### src/rtl/div16_seq_pkg.sv
// Shared definitions for the sequential restoring divider (div16_seq).
// Holds the FSM state encoding, the divide-by-zero quotient constant and
// the helper that sizes the iteration counter.

package div16_seq_pkg;

    // FSM state encoding, kept as plain constants for legacy tools
    localparam logic [1:0] ST_IDLE = 2'd0;
    localparam logic [1:0] ST_RUN  = 2'd1;
    localparam logic [1:0] ST_FIN  = 2'd2;

    // Quotient reported on divide-by-zero; sliced to WIDTH at the use site
    localparam logic [63:0] DIV_ZERO_QUOT = '1;

    // Counter must hold the values 0..width
    function automatic int unsigned cnt_width(input int unsigned width);
        return $clog2(width + 1);
    endfunction

endpackage

### src/rtl/sub16_cmp.sv
// WIDTH+1-bit subtractor used by the divider's restore decision.
// borrow=0 means a >= b, so the difference replaces the partial remainder.

module sub16_cmp #(
    parameter int unsigned WIDTH = 16
) (
    input  logic [WIDTH:0] a,
    input  logic [WIDTH:0] b,
    output logic [WIDTH:0] diff,
    output logic           borrow
);

    // One extra bit on the left captures the borrow out of the subtraction
    assign {borrow, diff} = {1'b0, a} - {1'b0, b};

endmodule

### src/rtl/div16_seq.sv
// Iterative restoring divider: one quotient bit per clock with a
// start/busy/done handshake and V/N/Z flags matching the adder flags.
// Optional build macro: DIV_SIGNED_EN adds the sgn port and truncating
// signed division (operands folded to magnitudes, signs reapplied at FIN).

module div16_seq
    import div16_seq_pkg::*;
#(
    parameter int unsigned WIDTH = 16
) (
    input  logic             clk,
    input  logic             rst,
    input  logic             start,
    input  logic [WIDTH-1:0] dividend,
    input  logic [WIDTH-1:0] divisor,
`ifdef DIV_SIGNED_EN
    input  logic             sgn,
`endif
    output logic             busy,
    output logic             done,
    output logic [WIDTH-1:0] quot,
    output logic [WIDTH-1:0] rem,
    output logic             V,
    output logic             N,
    output logic             Z
);

    localparam int unsigned      CNT_W = cnt_width(WIDTH);
    localparam logic [CNT_W-1:0] LAST  = CNT_W'(WIDTH - 1);

    logic [1:0]       state_q, state_d;
    logic [CNT_W-1:0] cnt_q;
    // Partial remainder after restore is always below the divisor, so WIDTH
    // bits hold it; the shifted WIDTH+1-bit value only exists combinationally.
    logic [WIDTH-1:0] r_q;
    logic [WIDTH-1:0] q_q;
    logic [WIDTH-1:0] dvs_q;
    logic             dz_q;

    logic             done_q;
    logic [WIDTH-1:0] quot_q, rem_q;
    logic             v_q, n_q, z_q;

    logic             accept;
    logic             div_zero;
    logic [WIDTH-1:0] dvd_eff, dvs_eff;

    logic [WIDTH:0]   r_shift;
    logic [WIDTH:0]   diff;
    logic             borrow;
    logic [WIDTH-1:0] r_next, q_next;
    logic             unused_diff_msb;

    logic [WIDTH-1:0] res_quot, res_rem;
    logic             res_v;

    assign accept   = (state_q == ST_IDLE) && start;
    assign div_zero = (divisor == '0);

`ifdef DIV_SIGNED_EN
    logic neg_q, rneg_q, ovf_q;
    logic is_min, is_m1;

    // Fold signed operands to magnitudes; MIN maps onto itself as unsigned
    always_comb begin
        dvd_eff = dividend;
        dvs_eff = divisor;
        if (sgn && dividend[WIDTH-1]) dvd_eff = ~dividend + WIDTH'(1);
        if (sgn && divisor[WIDTH-1])  dvs_eff = ~divisor + WIDTH'(1);
    end

    assign is_min = (dividend == {1'b1, {(WIDTH-1){1'b0}}});
    assign is_m1  = (divisor == '1);

    // Capture sign handling decisions at accept so sgn may change mid-run
    always_ff @(posedge clk or posedge rst) begin
        if (rst) begin
            neg_q  <= 1'b0;
            rneg_q <= 1'b0;
            ovf_q  <= 1'b0;
        end else if (accept) begin
            neg_q  <= sgn && (dividend[WIDTH-1] ^ divisor[WIDTH-1]);
            rneg_q <= sgn && dividend[WIDTH-1];
            ovf_q  <= sgn && is_min && is_m1;
        end
    end
`else
    assign dvd_eff = dividend;
    assign dvs_eff = divisor;
`endif

    // Next-state logic: zero divisor skips straight to FIN
    always_comb begin
        state_d = state_q;
        unique case (state_q)
            ST_IDLE: begin
                if (start) state_d = div_zero ? ST_FIN : ST_RUN;
            end
            ST_RUN: begin
                if (cnt_q == LAST) state_d = ST_FIN;
            end
            ST_FIN: begin
                state_d = ST_IDLE;
            end
            default: begin
                state_d = ST_IDLE;
            end
        endcase
    end

    // State register
    always_ff @(posedge clk or posedge rst) begin
        if (rst) state_q <= ST_IDLE;
        else     state_q <= state_d;
    end

    // One restoring step: shift in the next dividend bit, trial subtract
    assign r_shift = {r_q, q_q[WIDTH-1]};

    sub16_cmp #(
        .WIDTH (WIDTH)
    ) u_sub (
        .a      (r_shift),
        .b      ({1'b0, dvs_q}),
        .diff   (diff),
        .borrow (borrow)
    );

    // A successful subtract leaves a result below the divisor, so the top bit is zero
    assign unused_diff_msb = diff[WIDTH];

    always_comb begin
        r_next = borrow ? r_shift[WIDTH-1:0] : diff[WIDTH-1:0];
        q_next = {q_q[WIDTH-2:0], ~borrow};
    end

    // Working registers: load on accept, iterate in RUN, hold otherwise
    always_ff @(posedge clk or posedge rst) begin
        if (rst) begin
            cnt_q <= '0;
            r_q   <= '0;
            q_q   <= '0;
            dvs_q <= '0;
            dz_q  <= 1'b0;
        end else if (accept) begin
            cnt_q <= '0;
            r_q   <= '0;
            // On divide-by-zero the raw dividend is kept to become the remainder
            q_q   <= div_zero ? dividend : dvd_eff;
            dvs_q <= dvs_eff;
            dz_q  <= div_zero;
        end else if (state_q == ST_RUN) begin
            cnt_q <= cnt_q + CNT_W'(1);
            r_q   <= r_next;
            q_q   <= q_next;
        end
    end

    // Final result selection applied on the FIN edge
    always_comb begin
        res_quot = q_q;
        res_rem  = r_q;
        res_v    = 1'b0;
        if (dz_q) begin
            res_quot = DIV_ZERO_QUOT[WIDTH-1:0];
            res_rem  = q_q;
            res_v    = 1'b1;
        end else begin
`ifdef DIV_SIGNED_EN
            if (neg_q)  res_quot = ~q_q + WIDTH'(1);
            if (rneg_q) res_rem  = ~r_q + WIDTH'(1);
            res_v = ovf_q;
`endif
        end
    end

    // Output registers: only the FIN edge or reset may change them
    always_ff @(posedge clk or posedge rst) begin
        if (rst) begin
            done_q <= 1'b0;
            quot_q <= '0;
            rem_q  <= '0;
            v_q    <= 1'b0;
            n_q    <= 1'b0;
            z_q    <= 1'b0;
        end else begin
            done_q <= (state_q == ST_FIN);
            if (state_q == ST_FIN) begin
                quot_q <= res_quot;
                rem_q  <= res_rem;
                v_q    <= res_v;
                n_q    <= res_quot[WIDTH-1];
                z_q    <= (res_quot == '0);
            end
        end
    end

    assign busy = (state_q != ST_IDLE);
    assign done = done_q;
    assign quot = quot_q;
    assign rem  = rem_q;
    assign V    = v_q;
    assign N    = n_q;
    assign Z    = z_q;

endmodule

### config.mk
export PLATFORM = sky130hd
export DESIGN_NAME = div16_seq
export DESIGN_NICKNAME = d
export VERILOG_FILES = /design/src/rtl/div16_seq_pkg.sv /design/src/rtl/sub16_cmp.sv /design/src/rtl/div16_seq.sv
export SDC_FILE = /design/constraint.sdc
export NUM_CORES = 1
export LEC_CHECK = 0
export CAP_MARGIN = 20
export CORE_UTILIZATION = 50
export DETAILED_ROUTE_END_ITERATION = 7
export DONT_BUFFER_PORTS = 1
export PLACE_DENSITY = 0.7
export SLEW_MARGIN = 20
export SYNTH_ARGS = -nofsm -noshare
export SYNTH_HDL_FRONTEND = slang
export SYNTH_SLANG_ARGS = --single-unit
### constraint.sdc
create_clock -name clk -period 7.2 [get_ports clk]
set_clock_uncertainty 0.2 [all_clocks]
set_input_delay 0.36 -clock clk [delete_from_list [all_inputs] [get_ports clk]]
set_output_delay 0.36 -clock clk [all_outputs]
set_load 0.005 [all_outputs]
==> results of run 1 <==
[timing repair]
action | in CTS | in global routing
hold buffers | 33 | 0
hold endpoints to repair | 74 | 0
resized for setup | 0 | 0
[sequential cells by signal, indices dropped and copies added (netlist names)]
signal / count
r_q: 16
V: 1
cnt_q: 5
dz_q: 1
Z: 1
q_q: 16
done: 1
state_q: 2
rem: 16
dvs_q: 16
quot: 16
[layout by cell type, fill, tap and decap left out, drive strengths merged, types with 3 or more instances in the layout]
cell | synthesis | layout
o21ai | 59 | 59
xnor2 | 7 | 7
a21oi | 14 | 14
a21o | 3 | 3
xor2 | 4 | 4
mux2i | 16 | 16
and3 | 6 | 6
nand3 | 34 | 34
nand2b | 5 | 5
ha | 18 | 18
o31ai | 6 | 6
a31oi | 4 | 4
a22oi | 17 | 17
inv | 22 | 23
nand4 | 5 | 5
nand2 | 97 | 97
nor2b | 4 | 4
dlygate4sd3 | 0 | 33
nor2 | 31 | 31
nor4 | 8 | 8
clkbuf | 27 | 9
nor3 | 8 | 8
dfrtp | 91 | 91
buf | 4 | 6
[report_power, final]
part	switching, uW	internal [uW]	total, uW
clock	194	163	357
combinational	820	583	1400
sequential	239	767	1010
total	1250	1510	2770
[routing by layer]
layer | vias up | track usage | routed length, um
li1 | 1860 | - | -
met4 | 0 | 0.0781 | 212
met5 | - | 0 | 0
met3 | 19 | 0.0333 | 645
met2 | 139 | 0.395 | 5150
met1 | 1862 | 0.325 | 4990
[logic make-up (layout without fill, tap and decap cells)]
family          Yosys count  after routing  share of synthesized area
xor+xnor                 11             11                     0.0206
mux                      18             18                     0.0391
buf+inv                  53             76                     0.0444
simple gates            205            205                      0.196
compound gates          121            121                      0.160
flops                    91             91                      0.487
fa+ha+maj                19             19                     0.0525
[tightest hold or removal path, delay by kind of cell]
kind	cells	cell delay [ns]
AO/OA/AOI/OAI	1	0.12
AND/OR/NAND/NOR	3	0.12
[cell usage after synthesis, drive strengths merged, types with 7 or more instances]
library cell  count  area (um^2)
nand3            34          170
xnor2             7         61.3
nor2             31          116
nor3              8         40.0
clkbuf           27          101
nor4              8         50.1
dfrtp            91         2280
inv              22         82.6
a22oi            17          128
o21ai            59          295
ha               18          225
mux2i            16          160
nand2            97          364
a21oi            14         77.6
[worst min-delay path by stage]
stage	cells after the start	to
finish	4	state_q[1]
global route	4	state_q[1]
CTS	4	state_q[1]
detailed placement	1	V
global placement	1	quot[14]
floorplan	1	cnt_q[3]
[area by class of cell]
class	instances	area, um^2
Timing Repair Buffer	39	375
Clock inverter	6	73.8
Tap cell	108	135
Multi-Input combinational cell	374	2190
Sequential cell	91	2280
Inverter	22	83.8
Clock buffer	9	124
Fill cell	797	3630
[metrics by stage]
stage               instances  power [uW]  worst slack (ns)  instance area [um^2]
global route              649        3010              4.03                  5260
detailed placement        601        2380              4.33                  4740
finish                    649        2770              4.25                  5260
CTS                       649        2760              4.29                  5260
global placement          601        2320              4.45                  4740
floorplan                 518        2060              4.28                  4670
==> run metrics, run 1 <==
Primary FF master, synth dfrtp_1; CTS buffer count 9; vias per cell between 5 and 6; CP bufs+invs 0; die area 9740 um^2; nets@finish just under 600; #FFs+latches synth 91; worst ir drop on vdd 0.254 mV; Setup Viol. Count Final 0; Post-synth EDFFs 0; Worst path slowest cell a21o_1; total congestion overflow 0; Synth Net Count between 500 and 600; end of the critical path r_q[1]; Setup Crit Path Kind flip-flop to flip-flop; Worst Hold Class input pin to flip-flop; crit path cell chain ha_1 -> a21oi_1 -> o21ai_0 -> nor4_1 -> a21o_1 -> nor3_1 -> a311o_1; Worst Setup SP r_q[9]; Final min period 2.95 ns; CTS H-tree depth 3; final HPWL from detailed placement ~7.6 mm; cell area after synthesis 4670 um^2; Starting DRT DRC Count 201; DRC viols 0; Setup TNS 0 ns; R2R depth 7; Routed WL 11.0 mm; layout cells sized above 1 0.0555; CTS sink cnt slightly above 90; Clock Root Buffer clkbuf_8; part of the cycle the worst path needs 0.410; Mapped Cells 518; I/O Pins 72; clk buf depth 2; Cell Pwr Density ~530 nW/um^2; Crit Path Max Fanout 22; ANT nets after route 0; Initial Util 0.526; Max-slew headroom 0.339; Final Wtd Congestion 0.859; register-to-register setup slack 4.25 ns; Syn Area/Cell approximately 9.0 um^2; crit path DAT 3.00 ns; Netlist cell types 46; Crit path required time about 7.3 ns; ys async rst share 1.00; port bufs 0; worst hold margin between 0.06 and 0.07 ns; Worst-Skew Late Latency 0.36 ns; YS warnings 0; core area 8890 um^2; via count 3880; DR WL/cell 16.9 um; R2R Path End r_q[1]; CP delay by family, top compound AO/OA/AOI/OAI gates; HP Start start; Finished Core Util 0.592; max frequency 339 MHz; Least-Margin Pin Slew 0.992 ns; Antenna Cells 0; crit start category flip-flop; largest net degree at the start of global routing 69; Critical Path Sink Type flip-flop; leakage 0.00238 uW; max-cap violations 0; Max Slew Vio Count 0; RSZ-0062 raised after global routing false; vias in the first global route 3794; status complete, no violations; first-pass GRT wire length 18.6 mm; all-layer global routing usage 0.238; sequential area share after synthesis 0.487; Die Width 98.7 um; Row Count 34; Die Height ~99 um; final hold viol count 0; total setup buffers inserted after CTS 0; drt first pass iters 5; P&R area growth vs syn 12.6%; CTS tree done; Reg clk slew, reported paths 0.10 ns; initial antenna violation count 0; Crit path depth 7; Reg-to-Reg Start r_q[9]; Worst path max stage delay 0.64 ns
Note: power is estimated with default switching activity, not from simulation.
==> run 2, diff against run 1 <==
--- a/config.mk
+++ b/config.mk
@@ -9,7 +9,7 @@
 export CORE_UTILIZATION = 50
 export DETAILED_ROUTE_END_ITERATION = 7
 export DONT_BUFFER_PORTS = 1
-export PLACE_DENSITY = 0.7
+export PLACE_DENSITY = 0.73
 export SLEW_MARGIN = 20
 export SYNTH_ARGS = -nofsm -noshare
 export SYNTH_HDL_FRONTEND = slang
==> constraint.sdc (replaced) <==
create_clock -name clk -period 2.7 [get_ports clk]
set_clock_uncertainty 0.2 [all_clocks]
set_input_delay 0.135 -clock clk [delete_from_list [all_inputs] [get_ports clk]]
set_output_delay 0.135 -clock clk [all_outputs]
set_load 0.005 [all_outputs]
==> run metrics, run 2 (synthesis results as in run 1) <==
status complete, but fails checks; failing checks hold timing; WHS Endpoint dz_q; Starting DRT DRC Count 292 (+45%); Worst path max stage delay 0.49 ns (-0.15 ns); worst ir drop on vdd 0.624 mV (+150%); total congestion overflow 0 (unchanged); CTS buffer count 9 (unchanged); switching power total 3510 uW (+180%); Setup Crit Path Kind flip-flop to flip-flop; crit start category flip-flop; Max-slew headroom 0.460 (+0.121); CP delay by family, top compound AO/OA/AOI/OAI gates; max frequency 387 MHz (+14%); Hold Path Depth 4 (unchanged); CP bufs+invs 0 (unchanged); largest net degree at the start of global routing 53 (-23%); port bufs 0 (unchanged); all-layer global routing usage 0.243 (+0.00464); Worst path slowest cell or4_1; highest-count cells in the layout ignoring fill and taps nand2_1, dfrtp_1, o21ai_0; worst hold margin -0.00884 ns (-0.0775 ns); total setup buffers inserted after CTS 0 (unchanged); nets@finish 599 (+1.4%); Seq pwr share 0.348 (-0.016); crit path DAT 2.69 ns (-0.31 ns); most common cell after layout, fill and taps aside nand2_1; HP Start divisor[13]; DP Area 4790 um^2 (+1.2%); core area 8890 um^2 (unchanged); switching part of the total 0.455 (+0.00208); drt first pass iters 6 (+1); Worst-Skew Late Latency 0.37 ns (about the same); Crit Path Max Fanout 10 (-55%); Row Count 34 (unchanged); CTS tree done; Reg-to-Reg Start r_q[1]; final HPWL from detailed placement 7.87 mm (+4.0%); DR WL/cell 17.2 um (+1.4%); Critical Path Sink Type flip-flop; first-pass GRT wire length 18.3 mm (-1.9%); Initial Util 0.526 (unchanged); Clock Root Buffer clkbuf_8; clock power share 0.119 (-0.010); Die Height 98.7 um (unchanged); R2R depth 7 (unchanged); crit path cell chain ha_1 -> o2111ai_2 -> a21oi_2 -> o211ai_2 -> a21o_4 -> or4_1 -> nand3_1; part of the power in combinational logic 0.533 (+0.026); R2R Path End r_q[5]; die area 9740 um^2 (unchanged); Least-Margin Pin Slew 0.810 ns (-0.182 ns); DRC viols 0 (unchanged); Antenna Cells 0 (unchanged); initial antenna violation count 0 (unchanged); CTS H-tree depth 3 (unchanged); Final Wtd Congestion 0.882 (+2.7%); CTS sink cnt 91 (unchanged); leakage 0.00243 uW (+2.0%); Cell Pwr Density 1430 nW/um^2 (+170%); vias in the first global route 3660 (-3.5%); vias per cell 5.89 (-1.5%); register-to-register setup slack 0.11 ns (-4.14 ns); Crit path required time 2.81 ns (-4.44 ns); Setup Viol. Count Final 0 (unchanged); I/O Pins 72 (unchanged); clk buf depth 2 (unchanged); part of the cycle the worst path needs 0.958 (+0.548); via count 3875 (-0.13%); ANT nets after route 0 (unchanged); final total power 7710 uW (+180%); final hold viol count 1 (+1); Power Internal 4200 uW (+180%); Max Slew Vio Count 0 (unchanged); filler instances 737 (-7.5%); Routed WL 11.3 mm (+2.8%); Worst Hold Class input pin to flip-flop; layout cells sized above 1 0.0855 (+0.0300); Final min period 2.59 ns (-0.365 ns); max-cap violations 0 (unchanged); Reg clk slew, reported paths 0.10 ns (about the same); Final Cell Area 5400 um^2 (+2.5%); Die Width 98.7 um (unchanged); P&R area growth vs syn 15.5%
## run 2: stage by stage
| step | util | instances | setup TNS, ns | worst slack, ns |
|---|---|---|---|---|
| final | 0.607 | 658 | 0 | 0.113 |
| after floorplan | - | 518 | 0 | 0.00139 |
| after global placement | 0.539 | 607 | 0 | 0.130 |
| after detailed placement | 0.539 | 607 | 0 | 0.0781 |
| after CTS | 0.601 | 658 | 0 | 0.0367 |
| after global routing | 0.607 | 658 | -0.0164 | -0.0164 |
## run 2: worst max path at each step
stage,from,endpoint,slack (ns),cells after the start
after floorplan,rst,V,0.001,1
after global placement,r_q[9],r_q[1],0.13,7
after detailed placement,r_q[3],r_q[1],0.08,8
after CTS,r_q[3],r_q[1],0.04,8
after global routing,dvs_q[1],r_q[5],-0.02,9
final,r_q[1],r_q[5],0.11,7
## run 2: final cells by class
cell class	count	area, um^2	share of cell area
tap	108	135	0.0250
clock inverter	6	60.1	0.0111
clock buffer	10	138	0.0255
sequential	91	2280	0.422
inverter	22	83.8	0.0155
timing repair buffer	47	453	0.0839
multi-input combinational	374	2250	0.417
## run 2: repair_timing
| item | CTS | global route |
|---|---|---|
| endpoints found under the hold margin | 77 | 0 |
| resized for setup | 0 | 14 |
| endpoints found under the setup margin | 0 | 15 |
| hold buffers | 35 | 0 |
## run 2: routing by layer
layer,vias to the layer above,track usage,share of wire
li1,1870,-,-
met1,1837,0.327,0.44
met2,147,0.382,0.46
met3,21,0.0567,0.070
met4,0,0.0953,0.027
met5,-,0,0
## run 2: worst register-to-register path: stages, from the launching register on
cell	delay [ns]
dfrtp_1	0.44
ha_1	0.43
o2111ai_2	0.18
a21oi_2	0.24
o211ai_2	0.18
a21o_4	0.29
or4_1	0.49
nand3_1	0.08
## run 2: power by group through the flow
stage | combinational (uW) | clock, uW | sequential (uW)
floorplan | 3020 | 0 | 2480
global placement | 3660 | 0 | 2650
detailed placement | 3800 | 0 | 2690
CTS | 3880 | 924 | 2660
global route | 4580 | 988 | 2760
finish | 4110 | 914 | 2680
==> run 3, diff against run 2 <==
--- a/config.mk
+++ b/config.mk
@@ -9,7 +9,7 @@
 export CORE_UTILIZATION = 50
 export DETAILED_ROUTE_END_ITERATION = 7
 export DONT_BUFFER_PORTS = 1
-export PLACE_DENSITY = 0.73
+export PLACE_DENSITY = 0.67
 export SLEW_MARGIN = 20
 export SYNTH_ARGS = -nofsm -noshare
 export SYNTH_HDL_FRONTEND = slang
==> run metrics, run 3 (synthesis results as in run 1) <==
HP Start divisor[15]; Initial Util 0.526 (unchanged); P&R area growth vs syn 16.7%; CTS buffer count 9 (unchanged); Final min period 2.60 ns (+0.0134 ns); CP bufs+invs 0 (unchanged); CTS tree done; final hold viol count 0 (-1); Hold Path Depth 4 (unchanged); Worst path slowest cell or4_1; crit path cell chain ha_1 -> nor2b_2 -> o2111ai_2 -> a21oi_2 -> o211ai_2 -> a21o_4 -> or4_1 -> nand3_2; vias per cell 5.77 (-2.0%); I/O Pins 72 (unchanged); Reg-to-Reg Start r_q[0]; worst ir drop on vdd 0.760 mV (+22%); ANT nets after route 0 (unchanged); Reg clk slew, reported paths 0.09 ns (about the same); Final Wtd Congestion 0.938 (+6.4%); Finished Layout Cells 665 (+1.1%); DR WL/cell 16.8 um (-2.4%); Crit Path Max Fanout 8 (-2); final HPWL from detailed placement 7.70 mm (-2.1%); core area 8890 um^2 (unchanged); R2R Path End r_q[5]; crit path DAT 2.69 ns (about the same); vias in the first global route 3752 (+2.5%); Worst-Skew Late Latency 0.35 ns (-0.02 ns); most common cell after layout, fill and taps aside nand2_1; crit start category flip-flop; all-layer global routing usage 0.241 (-0.00201); Crit path depth 8 (+1); layout cells sized above 1 0.101 (+0.0151); Critical Path Sink Type flip-flop; highest-count cells in the layout ignoring fill and taps nand2_1, dfrtp_1, o21ai_0; nets@finish 606 (+1.2%); CP delay by family, top compound AO/OA/AOI/OAI gates; Setup Crit Path Kind flip-flop to flip-flop; Placed Cells 611 (+0.66%); Routed WL 11.2 mm (-1.4%); status complete, no violations; Cell Pwr Density 1420 nW/um^2 (-0.32%); first-pass GRT wire length 18.4 mm (+0.64%); Clock Root Buffer clkbuf_8; Crit path required time 2.79 ns (-0.02 ns); WHS Endpoint dz_q; max-cap violations 0 (unchanged); Die Height 98.7 um (unchanged); DRC viols 0 (unchanged); initial antenna violation count 0 (unchanged); Worst Hold Class input pin to flip-flop; R2R depth 8 (+1); largest net degree at the start of global routing 51 (-3.8%); Max Slew Vio Count 0 (unchanged); die area 9740 um^2 (unchanged); CTS H-tree depth 3 (unchanged); register-to-register setup slack 0.1 ns (about the same); Least-Margin Pin Slew 0.731 ns (-0.0789 ns); total congestion overflow 0 (unchanged); Max-slew headroom 0.513 (+0.0526); Starting DRT DRC Count 233 (-20%); Setup Viol. Count Final 0 (unchanged); Worst path max stage delay 0.48 ns (about the same); leakage 0.00247 uW (+1.6%); Antenna Cells 0 (unchanged); part of the cycle the worst path needs 0.963 (+0.00495); CTS sink cnt 91 (unchanged); Die Width 98.7 um (unchanged); Row Count 34 (unchanged); clk buf depth 2 (unchanged); max frequency 385 MHz (-0.51%); worst hold margin 0.00742 ns (+0.0163 ns); drt first pass iters 5 (-1); via count 3837 (-0.98%); port bufs 0 (unchanged)
run 3: area by class of cell:
type,count,area [um^2]
tap,108,135
clock inverter,6,47.5
inverter,22,83.8
timing repair buffer,54,503
clock buffer,10,138
multi-input combinational,374,2270
fill,760,3440
sequential,91,2280
run 3: power breakdown:
group	switching [uW]	internal, uW	total (uW)
logic	2330	1900	4230
clock network	508	369	876
registers	615	2050	2660
run 3: stage by stage:
stage	setup TNS (ns)	util	cell area [um^2]	setup WS (ns)	total power [uW]
2_1_floorplan	0	-	4670	0.00139	5500
3_3_place_gp	0	0.543	4820	0.161	6390
3_5_place_dp	0	0.543	4820	0.0511	6510
4_1_cts	0	0.602	5350	0.0158	7440
5_1_grt	-0.0562	0.613	5450	-0.0324	8450
6_report	0	0.613	5450	0.0994	7760
run 3: timing repair:
| item | in CTS | in global routing |
|---|---|---|
| hold buffers | 34 | 0 |
| buffers inserted | 0 | 4 |
| endpoints found under the setup margin | 0 | 14 |
| gates resized for setup | 0 | 13 |
| hold endpoints to repair | 75 | 0 |
run 3: worst register-to-register path: cells and delay by family (launching register included):
family	cells	cell delay [ns]
AOI/OAI and AO/OA	4	0.89
DFF	1	0.43
adders and majority gates	1	0.30
and+or+nand+nor	3	0.73
run 3: worst max path at each step:
stage	startpoint	endpoint	slack, ns
final	r_q[0]	r_q[5]	0.1
after global routing	dvs_q[1]	r_q[5]	-0.03
after CTS	r_q[3]	r_q[1]	0.02
after detailed placement	r_q[3]	r_q[1]	0.05
after global placement	q_q[15]	r_q[12]	0.16
after floorplan	rst	V	0.001
run 3: metal layers:
metal | track usage | up-vias | part of all wire
met1 | 0.335 | 1827 | 0.47
met4 | 0.0620 | 0 | 0.015
li1 | - | 1882 | -
met5 | 0 | - | 0
met2 | 0.385 | 117 | 0.46
met3 | 0.0525 | 11 | 0.057
